[src/rtl/adc_pkg.sv]
// adc_pkg: scheduler state encoding, converter-core error codes and status bit positions
package adc_pkg;
  localparam logic [2:0] ST_IDLE = 3'd0;
  localparam logic [2:0] ST_SETTLE = 3'd1;
  localparam logic [2:0] ST_START = 3'd2;
  localparam logic [2:0] ST_WAIT = 3'd3;
  localparam logic [2:0] ST_CAPTURE = 3'd4;
  typedef enum logic [2:0] {
    S_IDLE = ST_IDLE,
    S_SETTLE = ST_SETTLE,
    S_START = ST_START,
    S_WAIT = ST_WAIT,
    S_CAPTURE = ST_CAPTURE
  } sched_state_t;
  localparam logic [2:0] ERR_NONE = 3'd0;
  localparam logic [2:0] ERR_OVR_POS = 3'd1;
  localparam logic [2:0] ERR_OVR_NEG = 3'd2;
  localparam logic [2:0] ERR_RUNDOWN = 3'd3;
  localparam logic [2:0] ERR_N0 = 3'd4;
  localparam logic [2:0] ERR_N1 = 3'd5;
  localparam int STAT_BUSY = 0;
  localparam int STAT_CORE_ERR = 1;
  localparam int STAT_TIMEOUT = 2;
  localparam int STAT_OVERFLOW = 3;
endpackage

[src/rtl/adc_result_fifo.sv]
// adc_result_fifo: shift-register FIFO whose head entry doubles as the output register
module adc_result_fifo #(
  parameter int WIDTH = 32,
  parameter int DEPTH = 4
) (
  input  logic             clk,
  input  logic             rst,
  input  logic             push,
  input  logic [WIDTH-1:0] din,
  input  logic             pop,
  output logic [WIDTH-1:0] dout,
  output logic             full,
  output logic             empty
);
  localparam int CW = $clog2(DEPTH + 1);
  logic [DEPTH*WIDTH-1:0] q, q_d;
  logic [CW-1:0] cnt;
  logic do_pop, do_push;
  assign empty = cnt == '0;
  assign full = cnt == CW'(DEPTH);
  assign do_pop = pop && !empty;
  assign do_push = push && (!full || do_pop);
  assign dout = q[WIDTH-1:0];
  // Pop shifts toward the head first, so a simultaneous push lands behind the survivors
  always_comb begin
    q_d = do_pop ? q >> WIDTH : q;
    if (do_push) q_d[(int'(cnt) - int'(do_pop)) * WIDTH +: WIDTH] = din;
  end
  // Storage and occupancy
  always_ff @(posedge clk)
    if (rst) begin
      q <= '0;
      cnt <= '0;
    end else begin
      q <= q_d;
      cnt <= cnt + CW'(do_push) - CW'(do_pop);
    end
endmodule

[src/rtl/adc_conv_scheduler.sv]
// adc_conv_scheduler: runs settle/start/wait/capture conversion cycles and buffers results (ADC_AUTOZERO_EN adds zero/input auto-zero)
module adc_conv_scheduler
  import adc_pkg::*;
#(
  parameter int CNT_W = 32,
  parameter int NPLC_W = 10,
  parameter int SETTLE_MS = 2,
  parameter int TIMEOUT_MS = 4,
  parameter int FIFO_DEPTH = 4
) (
  input  logic              clk,
  input  logic              rst,
  input  logic              tick_1ms,
  input  logic              enable,
  input  logic [NPLC_W-1:0] nplc,
  output logic              conv_start,
  output logic              sel_zero,
  input  logic              conv_done,
  input  logic [2:0]        conv_err,
  input  logic [CNT_W-1:0]  conv_result,
  output logic              res_valid,
  input  logic              res_ready,
  output logic [CNT_W-1:0]  res_data,
  input  logic              stat_clr,
  output logic [3:0]        stat
);
  localparam int SW = $clog2(SETTLE_MS + 1);
  localparam int TW = $clog2((1 << NPLC_W) + TIMEOUT_MS + 1);
  logic [2:0] state, state_d;
  logic [SW-1:0] scnt;
  logic [TW-1:0] tcnt, lim;
  logic [NPLC_W-1:0] nplc_q;
  logic [CNT_W-1:0] raw_q, push_data;
  logic [2:0] err_q;
  logic ph, settle_hit, to_hit, push, full, empty, ovf, tmo, cerr;
  assign lim = TW'(nplc_q) + TW'(TIMEOUT_MS);
  assign settle_hit = tick_1ms && scnt == SW'(SETTLE_MS - 1);
  assign to_hit = tick_1ms && tcnt + TW'(1) == lim;
  assign push = state == ST_CAPTURE && err_q == ERR_NONE && !ph;
  assign conv_start = state == ST_START;
  assign sel_zero = ph;
  assign res_valid = !empty;
  // Next state: a done pulse in WAIT takes priority over the final timeout tick
  always_comb begin
    state_d = state;
    case (state)
      ST_IDLE: state_d = enable ? ST_SETTLE : ST_IDLE;
      ST_SETTLE: state_d = settle_hit ? ST_START : ST_SETTLE;
      ST_START: state_d = ST_WAIT;
      ST_WAIT: state_d = conv_done ? ST_CAPTURE : to_hit ? ST_IDLE : ST_WAIT;
      ST_CAPTURE: state_d = enable ? ST_SETTLE : ST_IDLE;
      default: state_d = ST_IDLE;
    endcase
  end
  // Sequencer state, tick counters and the latched core outputs used during CAPTURE
  always_ff @(posedge clk)
    if (rst) begin
      state <= ST_IDLE;
      scnt <= '0;
      tcnt <= '0;
      nplc_q <= '0;
      raw_q <= '0;
      err_q <= ERR_NONE;
    end else begin
      state <= state_d;
      scnt <= state == ST_SETTLE ? scnt + SW'(tick_1ms) : '0;
      tcnt <= state == ST_WAIT ? tcnt + TW'(tick_1ms) : '0;
      if (state == ST_IDLE && enable) nplc_q <= nplc == '0 ? NPLC_W'(1) : nplc;
      if (state == ST_WAIT && conv_done) begin
        raw_q <= conv_result;
        err_q <= conv_err;
      end
    end
`ifdef ADC_AUTOZERO_EN
  logic [CNT_W-1:0] zero_ref;
  logic [CNT_W:0] diff;
  assign diff = {raw_q[CNT_W-1], raw_q} - {zero_ref[CNT_W-1], zero_ref};
  assign push_data = diff[CNT_W] != diff[CNT_W-1] ? {diff[CNT_W], {(CNT_W-1){~diff[CNT_W]}}} : diff[CNT_W-1:0];
  // Phase starts at zero on leaving IDLE and toggles each capture; a timeout leaves it untouched
  always_ff @(posedge clk)
    if (rst) begin
      ph <= 1'b1;
      zero_ref <= '0;
    end else begin
      if (state == ST_IDLE && enable) ph <= 1'b1;
      else if (state == ST_CAPTURE && enable) ph <= ~ph;
      if (state == ST_CAPTURE && err_q == ERR_NONE && ph) zero_ref <= raw_q;
    end
`else
  assign push_data = raw_q;
  // Every conversion measures the input once the scheduler has left IDLE
  always_ff @(posedge clk)
    ph <= rst ? 1'b1 : (state == ST_IDLE && enable) ? 1'b0 : ph;
`endif
  // Sticky status: a set event in the clear cycle still sets the bit
  always_ff @(posedge clk)
    if (rst) begin
      ovf <= 1'b0;
      tmo <= 1'b0;
      cerr <= 1'b0;
    end else begin
      ovf <= (push && full && !res_ready) || (ovf && !stat_clr);
      tmo <= (state == ST_WAIT && !conv_done && to_hit) || (tmo && !stat_clr);
      cerr <= (state == ST_CAPTURE && err_q != ERR_NONE) || (cerr && !stat_clr);
    end
  // Status word assembly
  always_comb begin
    stat = '0;
    stat[STAT_BUSY] = state != ST_IDLE;
    stat[STAT_CORE_ERR] = cerr;
    stat[STAT_TIMEOUT] = tmo;
    stat[STAT_OVERFLOW] = ovf;
  end
  adc_result_fifo #(.WIDTH(CNT_W), .DEPTH(FIFO_DEPTH)) u_fifo (
    .clk(clk),
    .rst(rst),
    .push(push),
    .din(push_data),
    .pop(res_ready),
    .dout(res_data),
    .full(full),
    .empty(empty)
  );
endmodule

[config.mk]
export PLATFORM = sky130hd
export DESIGN_NAME = adc_conv_scheduler
export DESIGN_NICKNAME = d
export VERILOG_FILES = /design/src/rtl/adc_pkg.sv /design/src/rtl/adc_result_fifo.sv /design/src/rtl/adc_conv_scheduler.sv
export SDC_FILE = /design/constraint.sdc
export NUM_CORES = 1
export LEC_CHECK = 0
export ABC_AREA = 1
export BUFFER_PORTS_ARGS = -buffer_cell sky130_fd_sc_hd__buf_2
export CAP_MARGIN = 20
export CORE_AREA = 2 2 196 198
export DETAILED_ROUTE_END_ITERATION = 10
export DIE_AREA = 0 0 198 200
export PLACE_DENSITY = 0.54
export SYNTH_ARGS = -nofsm -noshare
export SYNTH_HDL_FRONTEND = slang
export SYNTH_HIERARCHICAL = 1
export SYNTH_SLANG_ARGS = --single-unit
[constraint.sdc]
create_clock -name clk -period 8.1 [get_ports clk]
set_clock_uncertainty 0.15 [all_clocks]
set_input_delay 2.025 -clock clk [delete_from_list [all_inputs] [get_ports clk]]
set_output_delay 2.025 -clock clk [all_outputs]
set_load 0.01 [all_outputs]
==> run metrics <==
DR vias between 9000 and 10000; global-route wire length before repair 47400 µm; Avg Vias per Cell 4.37; Synth area leader dfxtp_1; Hold Startpoint tmo; Synth Area per Inst 6.10 µm²; DR iter-0 viols 543; worst-path maximum fanout 64; hold path depth 2; worst hold slack about 0.31 ns; CTS H-tree depth 4; worst vdd ir 0.147 mV; Tcrit/Tclk final 72.4%; HP Class register to register; register area share after synthesis 36.5%; initial antenna violation count 1; vias in the first global route around 9500; Die H approximately 200 µm; clock root buffer clkbuf_16; clock sink count about 200; residual DRC count 0; Yosys cell types 35; Avg WL per Cell 12.5 µm; gr usage total 15.0%; GR Overflow Total 0; R2R setup slack 3.26 ns; post-synthesis net count 1827; Row Count between 70 and 80; Reg clk slew, reported paths ~0.070 ns; gpl congestion roughly 0.77; final setup vio count 0; hold_buf cts 0; Worst Tran Pin Value 1.03 ns; Post-Route WL 28400 µm; final hold vios 0; DP HPWL 17600 µm; cell count after synthesis 1761; Clock power frac roughly a third; Max-cap violations 0; CP required 8.29 ns; Pwr Density 226 nW/µm²; internal power 1.65 mW; sequential group share of total power 36.7%; Area contributors post-synth dfxtp_1, nand2_1, nor2_1; DR pass1 iterations 5; Initial Utilization between 20% and 30%; share of the synthesized area in the top cell type 36.5%; Placement Cell Area 11200 µm²; final setup TNS 0 ns; num ports a little over 90; net switching power figure 1.03 mW; Worst Hold End tmo; crit path DAT 6.05 ns; crit start category input pin; switching fraction of total power 38.4%; fin nets 1818; # Post-CTS Setup Buffers 0; DIE AREA 39600 µm²; Area Growth Syn to Fin 10.2%; n_diodes 0; CTS buffer count 17; post-route minimum period 5.86 ns; post_cts resized 0; mapped cell area 10700 µm²; Port Buffers 90; Core Box Area 37400 µm²; leakage 6.09 nW; critical path type input pin to register; number of synthesized register bits 196; r2r startpoint u_fifo/cnt[1]; Comb power frac 29.6%; Highest Clock Rate 171 MHz; unrepaired setup endpoints after global routing false; antenna viol nets, final 0; final instance area 11800 µm²; Bufs on Longest Clock Path 2; Yosys Warn Count 6; Worst R2R Path Depth 20; max_slew headroom 31.5%; TritonCTS clock tree yes; largest net degree at the start of global routing roughly 110; layout cells sized above 1 between 8 and 9%; outcome finished, final reports clean; Critical Path Sink Type register; die width 198 µm; clock latency at the later pin of the worst-skew pair 0.45 ns; Slew Viols, Final 0; reg-to-reg critical path endpoint u_fifo/q[52]
## registers in the layout, indices dropped and copies added (netlist names)
signal	cells
scnt	2
state	3
cerr	1
nplc_q	10
tcnt	11
sel_zero	1
err_q	3
u_fifo/q	128
u_fifo/cnt	3
ovf	1
push_data	32
tmo	1
## cell usage after synthesis (all sizes together)
| master | n |
|---|---|
| clkbuf | 42 |
| a221oi | 1 |
| dfxtp | 196 |
| buf | 85 |
| inv | 263 |
| ha | 13 |
| nor2 | 272 |
| a211oi | 1 |
| xor2 | 5 |
| nand3b | 2 |
| or2 | 2 |
| nand4 | 35 |
| a41oi | 1 |
| nand2 | 615 |
| nand3 | 76 |
| nor3 | 6 |
| fa | 1 |
| o21bai | 1 |
| a21oi | 54 |
| nor4 | 1 |
| clkinv | 2 |
| xnor2 | 7 |
| o21ai | 80 |
## worst max-delay path: stages
cell      delay [ns]
buf_2           0.12
nand2_4         0.25
clkinv_2        0.10
ha_1            0.20
ha_1            0.30
nand2_1         0.08
inv_1           0.04
nand3_1         0.10
inv_1           0.07
ha_1            0.55
inv_2           0.09
nand2_1         0.07
nand2_1         0.04
nor2_1          0.12
nand4_2         0.15
nor2_8          0.51
nand3_4         0.77
nor2_1          0.31
nor2_1          0.08
## routing by layer
metal  global-route usage, %  routed length [µm]
met4                    3.84                 263
met1                    18.4               13300
met5                       0                  13
met3                    3.18                1240
met2                    26.8               13700
## worst max path at each step
stage	start	endpoint	slack, ns	cells after the start
6_report	res_ready	u_fifo/q[52]	2.24	19
3_5_place_dp	res_ready	u_fifo/q[16]	1.75	19
2_1_floorplan	res_ready	u_fifo/q[10]	3.01	22
4_1_cts	res_ready	u_fifo/q[52]	2.22	19
3_3_place_gp	res_ready	u_fifo/q[39]	1.84	19
5_1_grt	res_ready	u_fifo/q[56]	1.73	20
## metrics by stage
step,total power [mW],setup WS [ns],utilization [%],cells
finish,2.68,2.24,31.6,2276
global route,2.85,1.73,31.6,2276
CTS,2.71,2.22,31.6,2275
detailed placement,1.80,1.75,29.9,2243
global placement,1.79,1.84,29.9,2243
floorplan,1.59,3.01,-,1761
## placed cells by master, fill, tap and decap left out, drive strengths merged
cell type / count
nand3: 76
clkinv: 3
or2: 2
nor2: 272
clkinvlp: 3
a21oi: 54
dfxtp: 196
a221oi: 1
xnor2: 7
o21ai: 80
nand2: 615
buf: 99
fa: 1
nand4: 35
inv: 270
nor4: 1
ha: 13
a211oi: 1
bufinv: 2
o21bai: 1
clkbuf: 19
nand3b: 2
nor3: 6
a41oi: 1
xor2: 5
## power by group through the flow
| stage | combinational (mW) | clock (mW) | sequential (mW) |
|---|---|---|---|
| global route | 0.892 | 0.970 | 0.987 |
| CTS | 0.795 | 0.928 | 0.984 |
| floorplan | 0.588 | 0 | 1.01 |
| detailed placement | 0.794 | 0 | 1.01 |
| finish | 0.792 | 0.903 | 0.984 |
| global placement | 0.785 | 0 | 1.01 |
## cells by family (layout without fill, tap and decap cells)
group / after synthesis / count (layout) / share of synthesized area (%)
simple gates: 1009 / 1009 / 38.2
buf+inv: 392 / 396 / 16.0
flops: 196 / 196 / 36.5
compound gates: 138 / 138 / 6.55
fa+ha+maj: 14 / 14 / 1.70
xor+xnor: 12 / 12 / 0.979
## layout make-up
type,instances,area (µm²)
tap,511,639
inverter,265,998
fill,4177,25600
clock buffer,19,453
multi-input combinational,1173,5120
sequential,196,3920
clock inverter,13,160
timing repair buffer,99,538
Power figures use the tool's default switching activity.
